===== config.mk =====
export PLATFORM = sky130hd
export DESIGN_NAME = btn_event_queue
export DESIGN_NICKNAME = d
export VERILOG_FILES = /design/src/rtl/btn_event_queue.sv
export SDC_FILE = /design/constraint.sdc
export NUM_CORES = 1
export LEC_CHECK = 0
export BUFFER_PORTS_ARGS = -buffer_cell sky130_fd_sc_hd__buf_2
export CAP_MARGIN = 20
export CORE_MARGIN = 5
export CORE_UTILIZATION = 50
export DETAILED_ROUTE_END_ITERATION = 12
export PLACE_DENSITY = 0.83
export SLEW_MARGIN = 20
export SYNTH_ARGS = -nofsm -noshare
export SYNTH_HDL_FRONTEND = slang
export SYNTH_SLANG_ARGS = --single-unit

===== constraint.sdc =====
create_clock -name CLK -period 2.6 [get_ports CLK]
set_input_delay 0.39 -clock CLK [delete_from_list [all_inputs] [get_ports CLK]]
set_output_delay 0.39 -clock CLK [all_outputs]
set_load 0.005 [all_outputs]

===== src/rtl/btn_event_queue.sv =====
// Button event queue: latches debounced press pulses into a pending mask and
// serialises them, lowest index first, into a show-ahead FIFO with valid/ready.
module btn_event_queue #(
  parameter int N_BTN  = 5,
  parameter int DEPTH  = 4,
  parameter int CODE_W = 3
) (
  input  logic                     CLK,
  input  logic                     RESET,
  input  logic [N_BTN-1:0]         BTN_PULSE,
  input  logic                     EV_READY,
  input  logic                     OVF_CLR,
  output logic                     EV_VALID,
  output logic [CODE_W-1:0]        EV_CODE,
  output logic [$clog2(DEPTH):0]   EV_COUNT,
  output logic                     OVERFLOW
);
  localparam int AW = $clog2(DEPTH);

  logic [N_BTN-1:0]  r_pend;
  logic [AW-1:0]     r_wr, r_rd;
  logic [AW:0]       r_count;
  logic              r_ovf;
  logic [CODE_W-1:0] r_mem [DEPTH];

  logic [N_BTN-1:0]  w_sel, w_clr;
  logic [CODE_W-1:0] w_code;
  logic              w_pop, w_room, w_push, w_drop;

  assign w_pop  = EV_VALID && EV_READY;
  assign w_room = (r_count < (AW+1)'(DEPTH)) || w_pop;
  assign w_push = (|r_pend) && w_room;

  // Descending scan so the lowest set pending bit wins.
  always_comb begin
    w_sel  = '0;
    w_code = '0;
    for (int i = N_BTN-1; i >= 0; i--) begin
      if (r_pend[i]) begin
        w_sel  = N_BTN'(1) << i;
        w_code = CODE_W'(i+1);
      end
    end
  end

  assign w_clr  = w_push ? w_sel : '0;
  assign w_drop = |(BTN_PULSE & r_pend & ~w_clr);

  always_ff @(posedge CLK or posedge RESET) begin
    if (RESET) begin
      r_pend  <= '0;
      r_wr    <= '0;
      r_rd    <= '0;
      r_count <= '0;
      r_ovf   <= 1'b0;
    end else begin
      // A pulse landing on a bit being pushed re-arms it, so nothing is lost.
      r_pend <= (r_pend & ~w_clr) | BTN_PULSE;
      if (w_push) r_wr <= r_wr + AW'(1);
      if (w_pop)  r_rd <= r_rd + AW'(1);
      case ({w_push, w_pop})
        2'b10:   r_count <= r_count + (AW+1)'(1);
        2'b01:   r_count <= r_count - (AW+1)'(1);
        default: r_count <= r_count;
      endcase
      if (w_drop)       r_ovf <= 1'b1;
      else if (OVF_CLR) r_ovf <= 1'b0;
    end
  end

  always_ff @(posedge CLK or posedge RESET) begin
    if (RESET) begin
      for (int i = 0; i < DEPTH; i++) r_mem[i] <= '0;
    end else if (w_push) begin
      r_mem[r_wr] <= w_code;
    end
  end

  assign EV_VALID = (r_count != '0);
  assign EV_CODE  = EV_VALID ? r_mem[r_rd] : '0;
  assign EV_COUNT = r_count;
  assign OVERFLOW = r_ovf;
endmodule


* Word-level counts from Yosys, hierarchy flattened
Cells that the tools add are included. W data, S select, Z words.
Storage, ports and cells: logic and storage cells 56, output and inout port bits 8, bits in registers 25, input port bits 9
Operators by class: add/subtract/negate cells 4, mux-type cells 21, equality and inequality tests 2, $lt $le $gt $ge 4, bitwise operators 7, reduce and logical (&&, ||, !) cells 9
Operators by type and width (count):
- $mux W5 | 6
- $mux W3 | 9
- $and A5 B5 Y5 | 3
- $bwmux W12 | 1
- $reduce_or A5 Y1 | 2
- $bmux W3 S2 | 1
- $demux W3 S2 | 1
- $ge A3 B3 Y1 const B | 2
- $not A2 Y3 | 2
- $pmux W3 S2 | 1
- $not A5 Y5 | 1
- $or A5 B5 Y5 | 1
- $add A2 B1 Y2 const B | 2
- $reduce_bool A2 Y1 | 2
- $add A3 B1 Y3 const B | 1
- $logic_and A1 B1 Y1 | 3
- $lt A3 B1 Y1 const B | 1
- $lt A3 B3 Y1 const B | 1
- $reduce_bool A3 Y1 | 1
- $sub A3 B1 Y3 const B | 1
- $eq A2 B1 Y1 const B | 1
- $eq A2 B2 Y1 const B | 1
- $mux W1 | 2
- $logic_or A1 B1 Y1 | 1

* Logic depth before layout (Yosys ltp)
word-level depth 10, gate-level depth with buffers 9, gate-level depth less buffers 9

* Worst setup path before layout
No wires, ideal clock.
kind register to register, start register r_pend[2], end register r_count[2], in the netlist EV_COUNT[2], period minus slack after synthesis 1.939 ns, path slack 0.661 ns, data arrival time 1.859 ns, cell stages (with the launch flop) 10, required time 2.521 ns, buffers on the path 0, path through dfrtp_1 -> nor3_1 -> a21oi_1 -> inv_1 -> ha_1 -> inv_1 -> fa_1 -> xor2_1 -> nor2_1 -> xor2_1
On the way: cells in the longest elaborated chain, start to end 4, elaborated cells on any way between the ends 6, those cells by class 2 x eq/ne; 1 x mux; 3 x reduce/logical
Ends and longest elaborated chain:
- start: declaration | RTL line 20 | logic [N_BTN-1:0] r_pend;
- start signal: assignment | RTL line 58 | r_pend <= (r_pend & ~w_clr) | BTN_PULSE;
- $reduce_or A5 Y1 (*) | RTL line 32 | assign w_push = (|r_pend) && w_room;
- $logic_and A1 B1 Y1 (*) | RTL line 32
- $eq A2 B1 Y1 or $eq A2 B2 Y1 (tied branches) | RTL line 61 | case ({w_push, w_pop})
- $pmux W3 S2 or $reduce_bool A2 Y1 (tied branches)
- end signal: assignment | RTL line 62 | 2'b10: r_count <= r_count + (AW+1)'(1);
- end signal: assignment | RTL line 63 | 2'b01: r_count <= r_count - (AW+1)'(1);
- end signal: assignment | RTL line 64 | default: r_count <= r_count;
- end: declaration | RTL line 22 | logic [AW:0] r_count;
Every way passes the cells marked *; elsewhere a longest branch is shown, timed or not. A chain may end at the register's enable or synchronous reset.

* Final worst setup path
start register r_pend[0], end register r_count[2], in the netlist EV_COUNT[2]
Same word-level chain as after synthesis.

==> reports/qor.txt <==
result of the run = completed
flop and latch count out of synthesis = 25
core area = 2450 µm²
leading register cell type out of synthesis = sky130_fd_sc_hd__dfrtp_1
via count = 874
cell with the largest stage delay on the worst path = sky130_fd_sc_hd__dfrtp_1
Synthesis Warnings = 0
combinational family with the most area after synthesis = compound AO/OA/AOI/OAI gates
Cell Area, Synth = 1270 µm²
CTS max path bufs = 2
Num CTS Buffers = 3
CP Capture Type = register
pin count of the biggest net entering global routing = 26
GRT Resource Usage Total = 14.4%
Clk network pwr share = 13.0%
CP top delay family = adder cells
count of unique library cells instantiated by Yosys = 30
maximum vdd ir drop = 0.822 mV
total wire length = 2230 µm
# port buffers = 16
antenna cells = 0
number of antenna violations at the first check in global routing = 0
Internal Power = 0.000859 W
EDFF count, synth = 0
post-layout min period = 2.13 ns
setup repair after global routing missed its margin = false
vias in the first global route = 850
clock edge transition at the registers on the reported setup and hold paths = 0.14 ns
post-synthesis xor/xnor area fraction = 4.15%
WP data required = 2.86 ns
most common library cell in the layout ignoring fill and taps = sky130_fd_sc_hd__dfrtp_1
Post-Route Setup TNS = 0 ns
commonest cells after routing, fill and taps aside = sky130_fd_sc_hd__dfrtp_1 (25), sky130_fd_sc_hd__buf_2 (16), sky130_fd_sc_hd__nand2_1 (15)
fraction of the mapped netlist area in compound gates = 14.2%
adder-cell area share of the yosys netlist = 6.52%
switching power as a share of total power = 37.4%
# rows = 18
Post-Syn Area per Cell = 11.2 µm²
detail-routed net length per standard cell = 13.7 µm
Die Span X = 60.3 µm
count of buffers added by post-CTS timing repair for setup = 0
Avg Vias per Cell = 5.40
Sequential Power Share = 46.1%
gpl congestion = 0.730
area delta synth->final = 11.4%
number of slew-limit violations in the final report = 0
# clock sinks = 25
largest clock skew in the final design = 0.0107 ns
Post-Synth Simple-Gate Area = 11.9%
class of the tightest hold or removal check = in2async
share of synthesized area occupied by flip-flops and latches = 49.4%
TritonCTS clock tree = yes
Max H-tree Level = 1
DRC violation count after routing = 0
share of final-layout standard cells stronger than drive strength 1 = 23.5%
number of max-capacitance violations reported = 0
area used by multi-input combinational logic = 596 µm²
Net Switching = 0.000513 W
kind of start point of the critical path = register
Max Fclk = 0.469 GHz
static power due to leakage = 0.672 nW
total congestion overflow = 0
effective utilization at floorplan = 51.6%
io pins = 17
first-pass GRT wire length = 3820 µm
WP buf/inv = 2
chip height = 60.3 µm
instance area after placement = 1380 µm²
global-route layer with the greatest usage = met2
Final Setup Violations = 0
critical path peak fanout = 8
Initial DRC Count = 26
final design instance area without fill = 1410 µm²
GR Util met1 = 19.4%
Hold Buf Count CTS = 0
post-layout net count = 148
critical path's largest stage delay = 0.48 ns
critical-path cell list = nor3_1 > a21oi_1 > inv_1 > ha_1 > inv_1 > fa_1 > xor2_1 > nor2_1 > xor2_1
die area = 3640 µm²
remaining number of nets flagged by the antenna check after routing = 0
Comb power frac = 40.9%
category of the critical setup timing path = reg2reg
register area = 626 µm²
worst slew pin tran = 0.948 ns
Crit path depth = 9
Worst R2R Path Depth = 9
Detailed Routing Iterations Pass 1 = 4
post-DP HPWL = 1750 µm
mux share of post-synthesis cell area = 10.3%
Final Hold Vio Count = 0
Clock Root Buffer = sky130_fd_sc_hd__clkbuf_4
count of mapped cells out of synthesis = 113
fraction of met2 tracks used by global routing = 22.7%
number of filler cells placed in the layout = 198
data arrival at the endpoint of the critical path = 2.39 ns
grt met3 use = 4.54%
Post-CTS Resized = 0
net count after synthesis = 128
share of the cycle needed by the critical path after routing = 82.1%
power density normalized to cell area = 973 nW/µm²
asr flop ratio synth = 100%
worst slew margin relative to its limit = 36.7%
clock insertion delay at the later pin of the skew report = 0.33 ns
## metrics by stage
stage | power, W | utilization, % | std cells | hold WS [ns] | setup slack (ns)
2_1_floorplan | 0.00103 | - | 113 | 0.417 | 0.661
3_3_place_gp | 0.00117 | 56.2 | 158 | 0.460 | 0.530
3_5_place_dp | 0.00121 | 56.2 | 158 | 0.466 | 0.477
4_1_cts | 0.00140 | 57.4 | 162 | 0.231 | 0.470
5_1_grt | 0.00149 | 57.4 | 162 | 0.229 | 0.301
6_report | 0.00137 | 57.4 | 162 | 0.247 | 0.467
## per-layer routing
| metal | up-vias | wire (µm) |
|---|---|---|
| li1 | 423 | - |
| met1 | 428 | 1050 |
| met2 | 18 | 1040 |
| met3 | 5 | 102 |
| met4 | 0 | 30 |
| met5 | - | 0 |
## Yosys cell counts (all sizes together), types with 3 or more instances
cell type,number,area (µm²)
inv,11,41.3
ha,5,62.6
dfrtp,25,626
xor2,3,26.3
xnor2,3,26.3
nand2b,3,18.8
and2,4,25.0
nor2,4,15.0
o21ai,11,55.1
mux4,3,67.6
o211ai,4,50.1
mux2,4,52.6
nand2,15,56.3
## flip-flops by register name, indices dropped and copies added (netlist names)
name	count
OVERFLOW	1
r_pend	5
EV_COUNT	3
r_wr	2
r_rd	2
r_mem	12
## power by group through the flow
stage                     Clock [W]  Combinational, W  Sequential [W]
after floorplan                   0          0.000435        0.000600
after global placement            0          0.000536        0.000631
after detailed placement          0          0.000569        0.000644
after CTS                  0.000191          0.000571        0.000635
after global routing       0.000198          0.000640        0.000656
final                      0.000179          0.000562        0.000632
## area by class of cell
class	instances	area share, %
flip-flops and latches	25	44.4
multi-input cells	76	42.2
repair buffers	16	5.68
inverters	11	2.93
well taps	30	2.66
clock buffers	3	1.60
clock inverters	1	0.532
## worst register-to-register path, stage by stage (launching register included)
cell and delay, ns:
sky130_fd_sc_hd__dfrtp_1 0.48, sky130_fd_sc_hd__nor3_1 0.29, sky130_fd_sc_hd__a21oi_1 0.20, sky130_fd_sc_hd__inv_1 0.09
sky130_fd_sc_hd__ha_1 0.17, sky130_fd_sc_hd__inv_1 0.06, sky130_fd_sc_hd__fa_1 0.38, sky130_fd_sc_hd__xor2_1 0.15
sky130_fd_sc_hd__nor2_1 0.11, sky130_fd_sc_hd__xor2_1 0.15
## path summary, 6_finish.rpt
path	to	slack [ns]	start
worst max-delay path	EV_COUNT[2]	0.47	r_pend[0]
worst min-delay path	EV_COUNT[0]	0.25	RESET
worst max register to register	EV_COUNT[2]	0.47	r_pend[0]
worst min register to register	r_mem[0]	0.49	r_mem[0]
max in group asynchronous	OVERFLOW	1.77	RESET
min in group CLK	r_pend[2]	0.25	BTN_PULSE[2]
## cell families after synthesis
kind of cell	after synthesis
buffers and inverters	12
multiplexers	8
AND/OR/NAND/NOR	31
adder cells (fa/ha/maj)	6
XOR/XNOR	6
AO/OA/AOI/OAI	25
flip-flops	25
No activity file was read; power rests on OpenSTA's default activity.
